`src/rtl/colune_scan_driver_pkg.sv`:
```
// Shared types and defaults for the LED matrix column scanner.
// Provides the column scan FSM encoding and the row pattern type.
package colune_pkg;

    localparam int DEF_DATA_WIDTH    = 28;
    localparam int DEF_COLUNE_SIZE   = 7;
    localparam int DEF_TOTAL_COLUNES = 4;

    typedef enum logic [1:0] {
        IDLE  = 2'd0,
        SCAN  = 2'd1,
        BLANK = 2'd2
    } colune_state_t;

    typedef logic [DEF_COLUNE_SIZE-1:0] pattern_t;

    // Counter/index width that never collapses to zero bits.
    function automatic int min1_clog2(input int n);
        return (n <= 2) ? 1 : $clog2(n);
    endfunction

endpackage

```
`src/rtl/colune_scan_driver_if.sv`:
```
// Frame handshake bundle between the column decoders and the scan driver.
interface colune_scan_driver_if
    import colune_pkg::*;
#(
    parameter int DATA_WIDTH = DEF_DATA_WIDTH
);

    logic [DATA_WIDTH-1:0] frame_in;
    logic                  frame_valid;
    logic                  frame_ready;

    modport master (
        output frame_in,
        output frame_valid,
        input  frame_ready
    );

    modport slave (
        input  frame_in,
        input  frame_valid,
        output frame_ready
    );

endinterface

```
`src/rtl/colune_scan_prescaler.sv`:
```
// Dwell-time counter: counts while run is high and flags the terminal count.
// The counter restarts on its own after the terminal count or when cleared.
module colune_scan_prescaler
    import colune_pkg::*;
#(
    parameter int SCAN_DIV = 50000
) (
    input  logic clk,
    input  logic reset_n,
    input  logic clr,
    input  logic run,
    output logic tick
);

    localparam int               CNT_W    = min1_clog2(SCAN_DIV);
    localparam logic [CNT_W-1:0] TERMINAL = CNT_W'(SCAN_DIV - 1);

    logic [CNT_W-1:0] count;

    assign tick = run && (count == TERMINAL);

    always_ff @(posedge clk or negedge reset_n) begin
        if (!reset_n) begin
            count <= '0;
        end else if (clr || tick) begin
            count <= '0;
        end else if (run) begin
            count <= count + 1'b1;
        end
    end

endmodule

```
`src/rtl/colune_scan_driver.sv`:
```
// Time-multiplexed LED column scanner with a tear-free double-buffered frame.
// Optional inter-column blanking is compiled in with COLUNE_SCAN_BLANK_EN.
module colune_scan_driver
    import colune_pkg::*;
#(
    parameter int DATA_WIDTH    = DEF_DATA_WIDTH,
    parameter int COLUNE_SIZE   = DEF_COLUNE_SIZE,
    parameter int TOTAL_COLUNES = DEF_TOTAL_COLUNES,
    parameter int SCAN_DIV      = 50000,
    parameter int BLANK_CYCLES  = 2
) (
    input  logic                     clk,
    input  logic                     reset_n,
    input  logic                     enable,
    colune_scan_driver_if.slave      frm,
    output logic [TOTAL_COLUNES-1:0] colune_sel,
    output logic [COLUNE_SIZE-1:0]   row_out,
    output logic                     frame_done
);

    localparam int               COL_W    = min1_clog2(TOTAL_COLUNES);
    localparam logic [COL_W-1:0] LAST_COL = COL_W'(TOTAL_COLUNES - 1);

    if (DATA_WIDTH != COLUNE_SIZE * TOTAL_COLUNES || SCAN_DIV < 1 || BLANK_CYCLES < 1) begin : g_bad_params
        $error("colune_scan_driver: inconsistent frame geometry or dwell parameters");
    end

    colune_state_t state;
    colune_state_t state_nxt;

    logic [COL_W-1:0]         col;
    logic [COL_W-1:0]         col_nxt;
    logic [DATA_WIDTH-1:0]    pending;
    logic [DATA_WIDTH-1:0]    active;
    logic                     pending_full;
    logic                     accept;
    logic                     promote;
    logic                     wrap;
    logic                     scan_tick;
    logic [TOTAL_COLUNES-1:0] sel_d;
    logic [COLUNE_SIZE-1:0]   row_d;

    function automatic logic [COL_W-1:0] next_col(input logic [COL_W-1:0] c);
        return (c == LAST_COL) ? '0 : c + 1'b1;
    endfunction

    assign accept          = frm.frame_valid && !pending_full;
    assign frm.frame_ready = !pending_full;

    colune_scan_prescaler #(
        .SCAN_DIV (SCAN_DIV)
    ) u_scan_presc (
        .clk     (clk),
        .reset_n (reset_n),
        .clr     (state != SCAN),
        .run     (state == SCAN),
        .tick    (scan_tick)
    );

`ifdef COLUNE_SCAN_BLANK_EN
    logic blank_tick;

    colune_scan_prescaler #(
        .SCAN_DIV (BLANK_CYCLES)
    ) u_blank_presc (
        .clk     (clk),
        .reset_n (reset_n),
        .clr     (state != BLANK),
        .run     (state == BLANK),
        .tick    (blank_tick)
    );
`endif

    always_comb begin
        state_nxt = state;
        col_nxt   = col;
        promote   = 1'b0;
        wrap      = 1'b0;
        case (state)
            IDLE: begin
                col_nxt = '0;
                if (enable) begin
                    state_nxt = SCAN;
                    promote   = 1'b1;
                end
            end
            SCAN: begin
                if (scan_tick) begin
`ifdef COLUNE_SCAN_BLANK_EN
                    state_nxt = BLANK;
`else
                    col_nxt = next_col(col);
                    wrap    = (col == LAST_COL);
`endif
                end
            end
`ifdef COLUNE_SCAN_BLANK_EN
            BLANK: begin
                if (blank_tick) begin
                    state_nxt = SCAN;
                    col_nxt   = next_col(col);
                    wrap      = (col == LAST_COL);
                end
            end
`endif
            default: begin
                state_nxt = IDLE;
                col_nxt   = '0;
            end
        endcase

        // Dropping enable overrides any advance; the next scan restarts at column 0.
        if (!enable) begin
            state_nxt = IDLE;
            col_nxt   = '0;
            promote   = 1'b0;
            wrap      = 1'b0;
        end
        promote = promote | wrap;

        // Enable gates the decode directly so the pins go dark one edge after it falls.
        sel_d = '1;
        row_d = '1;
        if (state == SCAN && enable) begin
            sel_d[col] = 1'b0;
            row_d      = active[col*COLUNE_SIZE +: COLUNE_SIZE];
        end
    end

    always_ff @(posedge clk or negedge reset_n) begin
        if (!reset_n) begin
            state        <= IDLE;
            col          <= '0;
            pending_full <= 1'b0;
            active       <= '1;
            colune_sel   <= '1;
            row_out      <= '1;
            frame_done   <= 1'b0;
        end else begin
            state <= state_nxt;
            col   <= col_nxt;
            // Only an unconsumed frame is promoted; active never changes mid-scan.
            if (promote && pending_full) begin
                active <= pending;
            end
            if (accept) begin
                pending_full <= 1'b1;
            end else if (promote) begin
                pending_full <= 1'b0;
            end
            colune_sel <= sel_d;
            row_out    <= row_d;
            frame_done <= wrap;
        end
    end

    always_ff @(posedge clk) begin
        if (accept) begin
            pending <= frm.frame_in;
        end
    end

endmodule

```
`src/flat_wrapper.sv`:
```
// flat-port wrapper written by rule: the top's interface ports become plain ports
module colune_scan_driver_flat import colune_pkg::*;
#(
    parameter int DATA_WIDTH    = DEF_DATA_WIDTH,
    parameter int COLUNE_SIZE   = DEF_COLUNE_SIZE,
    parameter int TOTAL_COLUNES = DEF_TOTAL_COLUNES,
    parameter int SCAN_DIV      = 50000,
    parameter int BLANK_CYCLES  = 2
)
  (clk, reset_n, enable, colune_sel, row_out, frame_done, frm_frame_in, frm_frame_valid, frm_frame_ready);
  colune_scan_driver_if #(.DATA_WIDTH(DATA_WIDTH)) frm_i ();
  input  logic clk;
  input  logic reset_n;
  input  logic enable;
  output logic [TOTAL_COLUNES-1:0] colune_sel;
  output logic [COLUNE_SIZE-1:0] row_out;
  output logic frame_done;
  input wire logic [$bits(frm_i.frame_in)-1:0] frm_frame_in;
  input wire logic [$bits(frm_i.frame_valid)-1:0] frm_frame_valid;
  output wire logic [$bits(frm_i.frame_ready)-1:0] frm_frame_ready;
  assign frm_i.frame_in = frm_frame_in;
  assign frm_i.frame_valid = frm_frame_valid;
  assign frm_frame_ready = frm_i.frame_ready;
  colune_scan_driver #(.DATA_WIDTH(DATA_WIDTH), .COLUNE_SIZE(COLUNE_SIZE), .TOTAL_COLUNES(TOTAL_COLUNES), .SCAN_DIV(SCAN_DIV), .BLANK_CYCLES(BLANK_CYCLES)) u_core (.clk(clk), .reset_n(reset_n), .enable(enable), .frm(frm_i), .colune_sel(colune_sel), .row_out(row_out), .frame_done(frame_done));
endmodule
```
`config.mk`:
```
export PLATFORM = sky130hd
export DESIGN_NAME = colune_scan_driver_flat
export DESIGN_NICKNAME = d
export VERILOG_FILES = /design/src/rtl/colune_scan_driver_pkg.sv /design/src/rtl/colune_scan_driver_if.sv /design/src/rtl/colune_scan_prescaler.sv /design/src/rtl/colune_scan_driver.sv /design/src/flat_wrapper.sv
export SDC_FILE = /design/constraint.sdc
export NUM_CORES = 1
export LEC_CHECK = 0
export CORE_AREA = 2 2 76 114
export CTS_CLUSTER_SIZE = 10
export DETAILED_ROUTE_END_ITERATION = 12
export DIE_AREA = 0 0 78 116
export PLACE_DENSITY = 0.79
export SETUP_SLACK_MARGIN = 0.2
export SKIP_LAST_GASP = 1
export SLEW_MARGIN = 20
export SYNTH_ARGS = -nofsm -noshare
export SYNTH_HDL_FRONTEND = slang
export SYNTH_SLANG_ARGS = --single-unit
```
`constraint.sdc`:
```
create_clock -name clk -period 2.8 [get_ports clk]
set_input_delay 0.56 -clock clk [delete_from_list [all_inputs] [get_ports clk]]
set_output_delay 0.56 -clock clk [all_outputs]
set_load 0.005 [all_outputs]
```
==> results of run 1 <==
-- where the power goes --
group          total, mW  internal, mW  switching (mW)
clock               1.17         0.706           0.468
sequential          1.50          1.43          0.0683
combinational      0.453         0.204           0.249
-- layout by cell type (no fill, tap or decap), types with 2 or more instances in the layout --
cell type | netlist | final
a31oi_1 | 28 | 28
buf_12 | 0 | 3
buf_4 | 6 | 5
clkbuf_1 | 22 | 3
clkbuf_16 | 0 | 10
clkbuf_8 | 0 | 2
clkdlybuf4s50_1 | 0 | 43
dfrtp_1 | 21 | 21
dfstp_2 | 39 | 39
edfxtp_1 | 28 | 28
ha_1 | 5 | 5
inv_1 | 8 | 8
mux2i_1 | 2 | 2
mux4_2 | 7 | 7
nand2_1 | 61 | 61
nand3_1 | 7 | 7
nand4_1 | 32 | 32
nor2_1 | 21 | 21
nor3_1 | 4 | 4
nor4_1 | 6 | 6
o211ai_1 | 28 | 28
o2bb2ai_1 | 28 | 28
or2_2 | 7 | 7
xnor2_1 | 12 | 12
xor2_1 | 2 | 2
-- kinds of logic after synthesis --
family,count (synthesis)
buffers and inverters,45
muxes,9
AOI/OAI and AO/OA,85
and+or+nand+nor,149
xor gates and xnor gates,14
DFF,88
adders and majority gates,5
-- layout make-up --
type / count / area share [%]
flip-flops and latches: 88 / 46.5
multi-input cells: 262 / 34.2
repair buffers: 52 / 10.4
clock buffers: 15 / 5.63
well taps: 105 / 2.56
inverters: 8 / 0.585
clock inverters: 1 / 0.122
-- stage by stage --
stage | power, mW | instance area (um^2)
after floorplan | 1.80 | 4360
after global placement | 1.94 | 4840
after detailed placement | 1.97 | 4840
after CTS | 3.13 | 5140
after global routing | 3.24 | 5140
final | 3.12 | 5140
-- path summary, 6_finish.rpt --
kind,start,to,slack (ps)
min in group clk,u_core.u_scan_presc.count[0],u_core.u_scan_presc.count[0],510
max in group asynchronous,reset_n,u_core.u_scan_presc.count[5],1930
max reg2reg,u_core.col[1],u_core.active[15],480
min,reset_n,u_core.col[0],380
max,u_core.col[1],u_core.active[15],480
min reg2reg,u_core.u_scan_presc.count[0],u_core.u_scan_presc.count[0],510
-- sequential cells by signal, indices dropped and copies added (netlist names) --
name and flops:
u_core.pending 28, u_core.frame_done 1, u_core.colune_sel 4, u_core.active 28
u_core.pending_full 1, u_core.u_scan_presc.count 16, u_core.col 2, u_core.row_out 7
u_core.state 1
-- layer usage --
metal / GRT usage [%] / wire length, um
met3: 3.82 / 433
met1: 27.9 / 3670
met4: 9.47 / 209
met2: 37.2 / 5130
met5: 0 / 0
==> metrics.csv, run 1 <==
metric,value,unit
coreArea,8010,um^2
async_flop_share,68.2,%
final_antenna_net_count,0,
stdcell_count,531,
multi_input_area,1760,um^2
crit_family,buffers and inverters,
synth.cells.most_frequent,"61 x nand2_1, 39 x dfstp_2, 32 x nand4_1",
cts_resized,0,
yosysTopAreaCellShare,23.5,%
critPathLaunchType,flip-flop,
critical_path_arrival,2570,ps
crit_path_cell_trace,ha_1 -> and3_1 -> inv_1 -> a31oi_1 -> o211ai_1,
critPathSlowestCell,inv_1,
fill_cells,624,
finClkSkew,4.90,ps
setup_viol_count_final,0,
via_per_inst,6.30,
worstPathMaxFanout,30,
synth_top_area_cell,dfstp_2,
h-tree-depth,3,
path_clk_slew,60,ps
p_leak,1.86,nW
cts_buffers,9,
die_w,78,um
synth_fa_ha_area_share,1.44,%
drive_above_1_share,19.2,%
syn_inst,395,
antenna_found_initial,0,
synth_edf_count,28,
synthSimpleGateAreaFrac,17.2,%
path_buf_inv,1,
synthDistinctLibCells,37,
dpl_worst_slack,234,ps
ir_drop,0.362,mV
numPortBuffers,44,
synth_seq_area_share,54.9,%
synth_fp_nets,432,
first_global_vias,3207,
syn_area_per_cell,11.0,um^2
worstSetupPathType,flip-flop to flip-flop,
overflow,0,
outcome,"finished, final reports clean",
final_nets,458,
synth_area_leaders,"dfstp_2 24%, edfxtp_1 19%, dfrtp_1 12%, o2bb2ai_1 5.6%, nand2_1 5.3%",
relSlewSlack,24.9,%
synth-xor-area-share,2.82,%
synth_top_family_by_area,simple AND/OR/NAND/NOR gates,
max_stage_delay,820,ps
holdBufCountCts,0,
fmax,0.431,GHz
tightestPinTransition,1130,ps
drt_iter0_drc,243,
slew_viol_final,0,
grt_pass1_wl,15500,um
via_count,3343,
cp-end-kind,flip-flop,
syn_to_final_growth,18.0,%
grt_max_degree,86,
whs,380,ps
synth_flop_cell,dfstp_2,
drt_wl_total,9440,um
ioPinCount,45,
power.density,608,nW/um^2
synth_compound_area_share,14.7,%
critical_path_depth,5,
fin_util,64.2,%
dp.cells,515,
min_period,2320,ps
max_cap_violations,0,
place.gp.congestion,0.809,
r2r_cells,5,
cts-root-buf,clkbuf_16,
rsz0062_at_grt,false,
final.setup.worst_slack,481,ps
grtUsageTotal,22.0,%
regArea,2390,um^2
clock_latency,340,ps
dpl.hpwl,5970,um
numClockSinks,88,
rows,40,
tritoncts,done,
drt-pass1-iter-count,7,
period_share,82.8,%
synthMuxAreaShare,4.08,%
ys_seq_elements,88,
fin_setup_tns,0,ps
yosys_warnings,0,
wl_per_cell,17.8,um
drc,0,
floorplan.die.height,116,um
die_area,9050,um^2
hold_viol,0,
clk_path_buf_depth,2,
crit_required,3050,ps
yosysMostFrequentCell,nand2_1,
initial_core_util,54.4,%
hold_class,input port to asynchronous set/reset pin,
diodes,0,
synth_area,4360,um^2
postCtsSetupBuffers,0,
No activity file was read; power rests on OpenSTA's default activity.
==> inputs of run 2 (changes only) <==
==> constraint.sdc (replaced) <==
create_clock -name clk -period 2.3 [get_ports clk]
set_input_delay 0.46 -clock clk [delete_from_list [all_inputs] [get_ports clk]]
set_output_delay 0.46 -clock clk [all_outputs]
set_load 0.005 [all_outputs]
==> metrics.csv, run 2 (synthesis gave the netlist of run 1 again) <==
metric,value,unit
outcome,"finished, final reports clean",
fmax,0.517,GHz
final_antenna_net_count,0,
numPortBuffers,44,
numClockSinks,88,
drc,0,
crit_required,2560,ps
critical_path_arrival,2200,ps
r2r_cells,6,
setup_viol_count_final,0,
worstPathMaxFanout,38,
finClkSkew,7.24,ps
via_count,3331,
die_area,9050,um^2
max_cap_violations,0,
dpl.hpwl,6110,um
r2r_setup_slack,360,ps
final_nets,463,
initial_core_util,54.4,%
power.density,756,nW/um^2
cts_buffers,9,
cts_resized,0,
h-tree-depth,3,
clock_latency,350,ps
grt_max_degree,86,
period_share,84.2,%
placed_area,4880,um^2
drt_wl_total,9440,um
min_period,1940,ps
p_leak,1.90,nW
slew_viol_final,0,
relSlewSlack,61.2,%
grt_pass1_wl,15800,um
place.gp.congestion,0.826,
layout_commonest_cell,nand2_1,
critPathLaunchType,flip-flop,
coreArea,8010,um^2
worstSetupPathType,flip-flop to flip-flop,
grtUsageTotal,22.4,%
reg2reg_from,u_core.u_scan_presc.count[0],
floorplan.die.height,116,um
drt-pass1-iter-count,4,
design_area,5210,um^2
hold_viol,0,
cp-end-kind,flip-flop,
via_per_inst,6.21,
rsz0062_at_grt,false,
hold_class,input port to asynchronous set/reset pin,
first_global_vias,3285,
drt_iter0_drc,265,
tightestPinTransition,582,ps
top_regs,"u_core.active x28, u_core.pending x28, u_core.u_scan_presc.count x16",
rows,40,
overflow,0,
finalPower,3.94,mW
clk_path_buf_depth,2,
fin_setup_tns,0,ps
syn_to_final_growth,19.6,%
diodes,0,
postCtsSetupBuffers,0,
rr_endpoint,u_core.active[17],
tritoncts,done,
mostFrequentLayoutCells,"61 x nand2_1, 43 x clkdlybuf4s50_1, 39 x dfstp_2",
ioPinCount,45,
holdBufCountCts,0,
ir_drop,0.472,mV
drive_above_1_share,20.6,%
die_w,78,um
wl_per_cell,17.6,um
antenna_found_initial,0,
path_clk_slew,60,ps
cts-root-buf,clkbuf_16,
run 2: per-stage QoR:
step                      instances  worst slack (ps)  hold WS (ps)  util (%)
after floorplan                 395               437           164         -
after global placement          520               415           466      60.9
after detailed placement        520               310           479      60.9
after CTS                       536               321           123      65.0
after global routing            536               235           154      65.0
final                           536               364           109      65.0
run 2: report_power, final:
| group | switching [mW] | total (mW) | internal, mW | leakage [nW] |
|---|---|---|---|---|
| Combinational | 0.310 | 0.560 | 0.250 | 0.777 |
| Sequential | 0.0773 | 1.82 | 1.74 | 0.958 |
| Clock | 0.589 | 1.56 | 0.970 | 0.163 |
run 2: routing by layer:
metal	GRT usage [%]	routed length (um)	vias up	part of all wire [%]
li1	-	-	1542	-
met1	28.0	3720	1645	39
met2	37.6	4970	122	53
met3	3.97	477	22	5.1
met4	11.2	276	0	2.9
met5	0	0	-	0
run 2: worst max path at each step:
stage,to,startpoint
after detailed placement,u_core.active[2],enable
after global routing,u_core.active[6],u_core.u_scan_presc.count[0]
after global placement,u_core.active[19],enable
final,u_core.active[17],u_core.u_scan_presc.count[0]
after CTS,u_core.active[17],u_core.u_scan_presc.count[0]
after floorplan,u_core.pending[0],u_core.pending_full
run 2: worst max-delay path: stages, from the launching register on:
cell and delay, ps:
dfrtp_1 380, ha_1 220, nand3_2 200, and4b_4 550, buf_12 240, nand4_1 130, o211ai_1 130
run 2: area by class of cell:
type	instances	area, um^2
Tap cell	105	131
Clock inverter	4	46.3
Sequential cell	88	2390
Fill cell	642	2800
Timing Repair Buffer	57	571
Inverter	8	30.0
Clock buffer	12	279
Multi-Input combinational cell	262	1760
==> inputs of run 3 (changes only) <==
--- a/config.mk
+++ b/config.mk
@@ -5,11 +5,11 @@
 export SDC_FILE = /design/constraint.sdc
 export NUM_CORES = 1
 export LEC_CHECK = 0
-export CORE_AREA = 2 2 76 114
+export CORE_AREA = 2 2 79 119
 export CTS_CLUSTER_SIZE = 10
 export DETAILED_ROUTE_END_ITERATION = 12
-export DIE_AREA = 0 0 78 116
-export PLACE_DENSITY = 0.79
+export DIE_AREA = 0 0 81 121
+export PLACE_DENSITY = 0.77
 export SETUP_SLACK_MARGIN = 0.2
 export SKIP_LAST_GASP = 1
 export SLEW_MARGIN = 20
==> constraint.sdc (replaced) <==
create_clock -name clk -period 1.6 [get_ports clk]
set_input_delay 0.32 -clock clk [delete_from_list [all_inputs] [get_ports clk]]
set_output_delay 0.32 -clock clk [all_outputs]
set_load 0.005 [all_outputs]
==> metrics.csv, run 3 (synthesis gave the netlist of run 1 again) <==
metric,value,unit
gr-usage-met1,28.3,%
drt_iter0_drc,347,
p_leak,2.10,nW
design_area,5620,um^2
tightestPinTransition,383,ps
fin_setup_tns,-1710,ps
relSlewSlack,74.4,%
numClockSinks,88,
cts-root-buf,clkbuf_16,
final_antenna_net_count,0,
top_usage_layer,met2,
top_regs,"u_core.active x28, u_core.pending x28, u_core.u_scan_presc.count x16",
use_met3,5.51,%
place.gp.congestion,0.815,
final_nets,495,
tritoncts,done,
min_period,1700,ps
via_count,3462,
dpl.hpwl,6320,um
wl_per_cell,18.4,um
intPower,4.10,mW
fmax,0.588,GHz
worstPathMaxFanout,5,
coreArea,8720,um^2
grt_pass1_wl,17200,um
die_w,81,um
worstSetupPathType,flip-flop to flip-flop,
initial_core_util,49.9,%
cts_buffers,9,
drive_above_1_share,30.5,%
critPathLaunchType,flip-flop,
diodes,0,
hold_viol,0,
stdcell_count,573,
p_clk_share,36.8,%
overflow,0,
die_area,9800,um^2
dp.cells,544,
mostFrequentLayoutCells,"61 x nand2_1, 39 x dfstp_2, 32 x nand4_1",
drt-pass1-iter-count,5,
path_clk_slew,60,ps
outcome,"complete, but fails checks",
p_seq_share,47.2,%
first_global_vias,3496,
grtUsageMet2,38.0,%
finalPower,5.50,mW
syn_to_final_growth,29.0,%
period_share,106,%
finClkSkew,7.75,ps
rows,42,
violations,negative setup slack,
final.setup.worst_slack,-99.9,ps
power.density,979,nW/um^2
slew_viol_final,0,
drt_wl_total,10500,um
via_per_inst,6.04,
cp-end-kind,flip-flop,
clock_latency,340,ps
ioPinCount,45,
dpl_worst_slack,-227,ps
drc,0,
ir_drop,0.607,mV
sw_frac_of_total,25.4,%
crit_required,1820,ps
numPortBuffers,44,
floorplan.die.height,121,um
placed_area,5140,um^2
critical_path_arrival,1920,ps
grtUsageTotal,23.5,%
grt_max_degree,61,
layout_commonest_cell,nand2_1,
max_cap_violations,0,
power_frac_comb,16.0,%
rsz0062_at_grt,true,
clk_path_buf_depth,2,
switchingPower,1.40,mW
h-tree-depth,3,
hold_class,flip-flop to flip-flop,
antenna_found_initial,0,
setup_viol_count_final,39,
run 3: cell types whose count changed in the layout (fill, tap and decap cells not counted), sizes merged:
cell,previous run,this run
clkdlybuf4s15,0,1
clkinv,2,1
clkbuf,12,21
dlygate4sd2,0,2
clkdlybuf4s50,43,30
dlygate4sd3,0,1
bufinv,1,0
buf,14,48
run 3: path summary, 6_finish.rpt:
path | startpoint | to | slack, ps | cells past startpoint
max | u_core.u_scan_presc.count[12] | u_core.col[1] | -100 | 5
min | u_core.active[1] | u_core.active[1] | 510 | 2
max reg2reg | u_core.u_scan_presc.count[12] | u_core.col[1] | -100 | 5
min reg2reg | u_core.active[1] | u_core.active[1] | 510 | 2
max in group asynchronous | reset_n | u_core.active[22] | 780 | 3
min in group asynchronous | reset_n | u_core.col[1] | 520 | 3
run 3: final cells by class:
class                           count  area [um^2]
Clock buffer                       14          275
Clock inverter                      2         11.3
Fill cell                         675         3110
Inverter                            8         30.0
Multi-Input combinational cell    262         1870
Sequential cell                    88         2390
Tap cell                          110          138
Timing Repair Buffer               89          901
run 3: critical path: stages, from the launching register on:
cell and delay, ps:
dfrtp_1 420, nor4bb_4 360, and4b_4 370, buf_4 160
mux2i_2 200, nor2_1 60
run 3: what timing repair did:
item                                    in CTS  in global routing
endpoints found under the setup margin      67                 72
resized for setup                           44                 19
hold endpoints to repair                    21                  0
cloned                                       3                  0
pin swaps                                    4                  7
hold buffers                                 1                  0
setup buffers                                4                  5
run 3: power groups by stage:
stage	clock (mW)	sequential [mW]	combinational (mW)
floorplan	0	2.60	0.583
global placement	0	2.63	0.825
detailed placement	0	2.63	0.863
CTS	2.06	2.59	0.881
global route	2.18	2.60	0.971
finish	2.02	2.60	0.881
run 3: per-layer routing:
| layer | vias up | share of wire (%) |
|---|---|---|
| li1 | 1615 | - |
| met1 | 1697 | 38 |
| met2 | 123 | 53 |
| met3 | 27 | 4.6 |
| met4 | 0 | 4.1 |
| met5 | - | 0 |
run 3: per-stage QoR:
step / utilization, % / hold WS, ps
floorplan: - / 24.4
global placement: 58.9 / 351
detailed placement: 58.9 / 353
CTS: 64.1 / 515
global route: 64.4 / 511
finish: 64.4 / 511
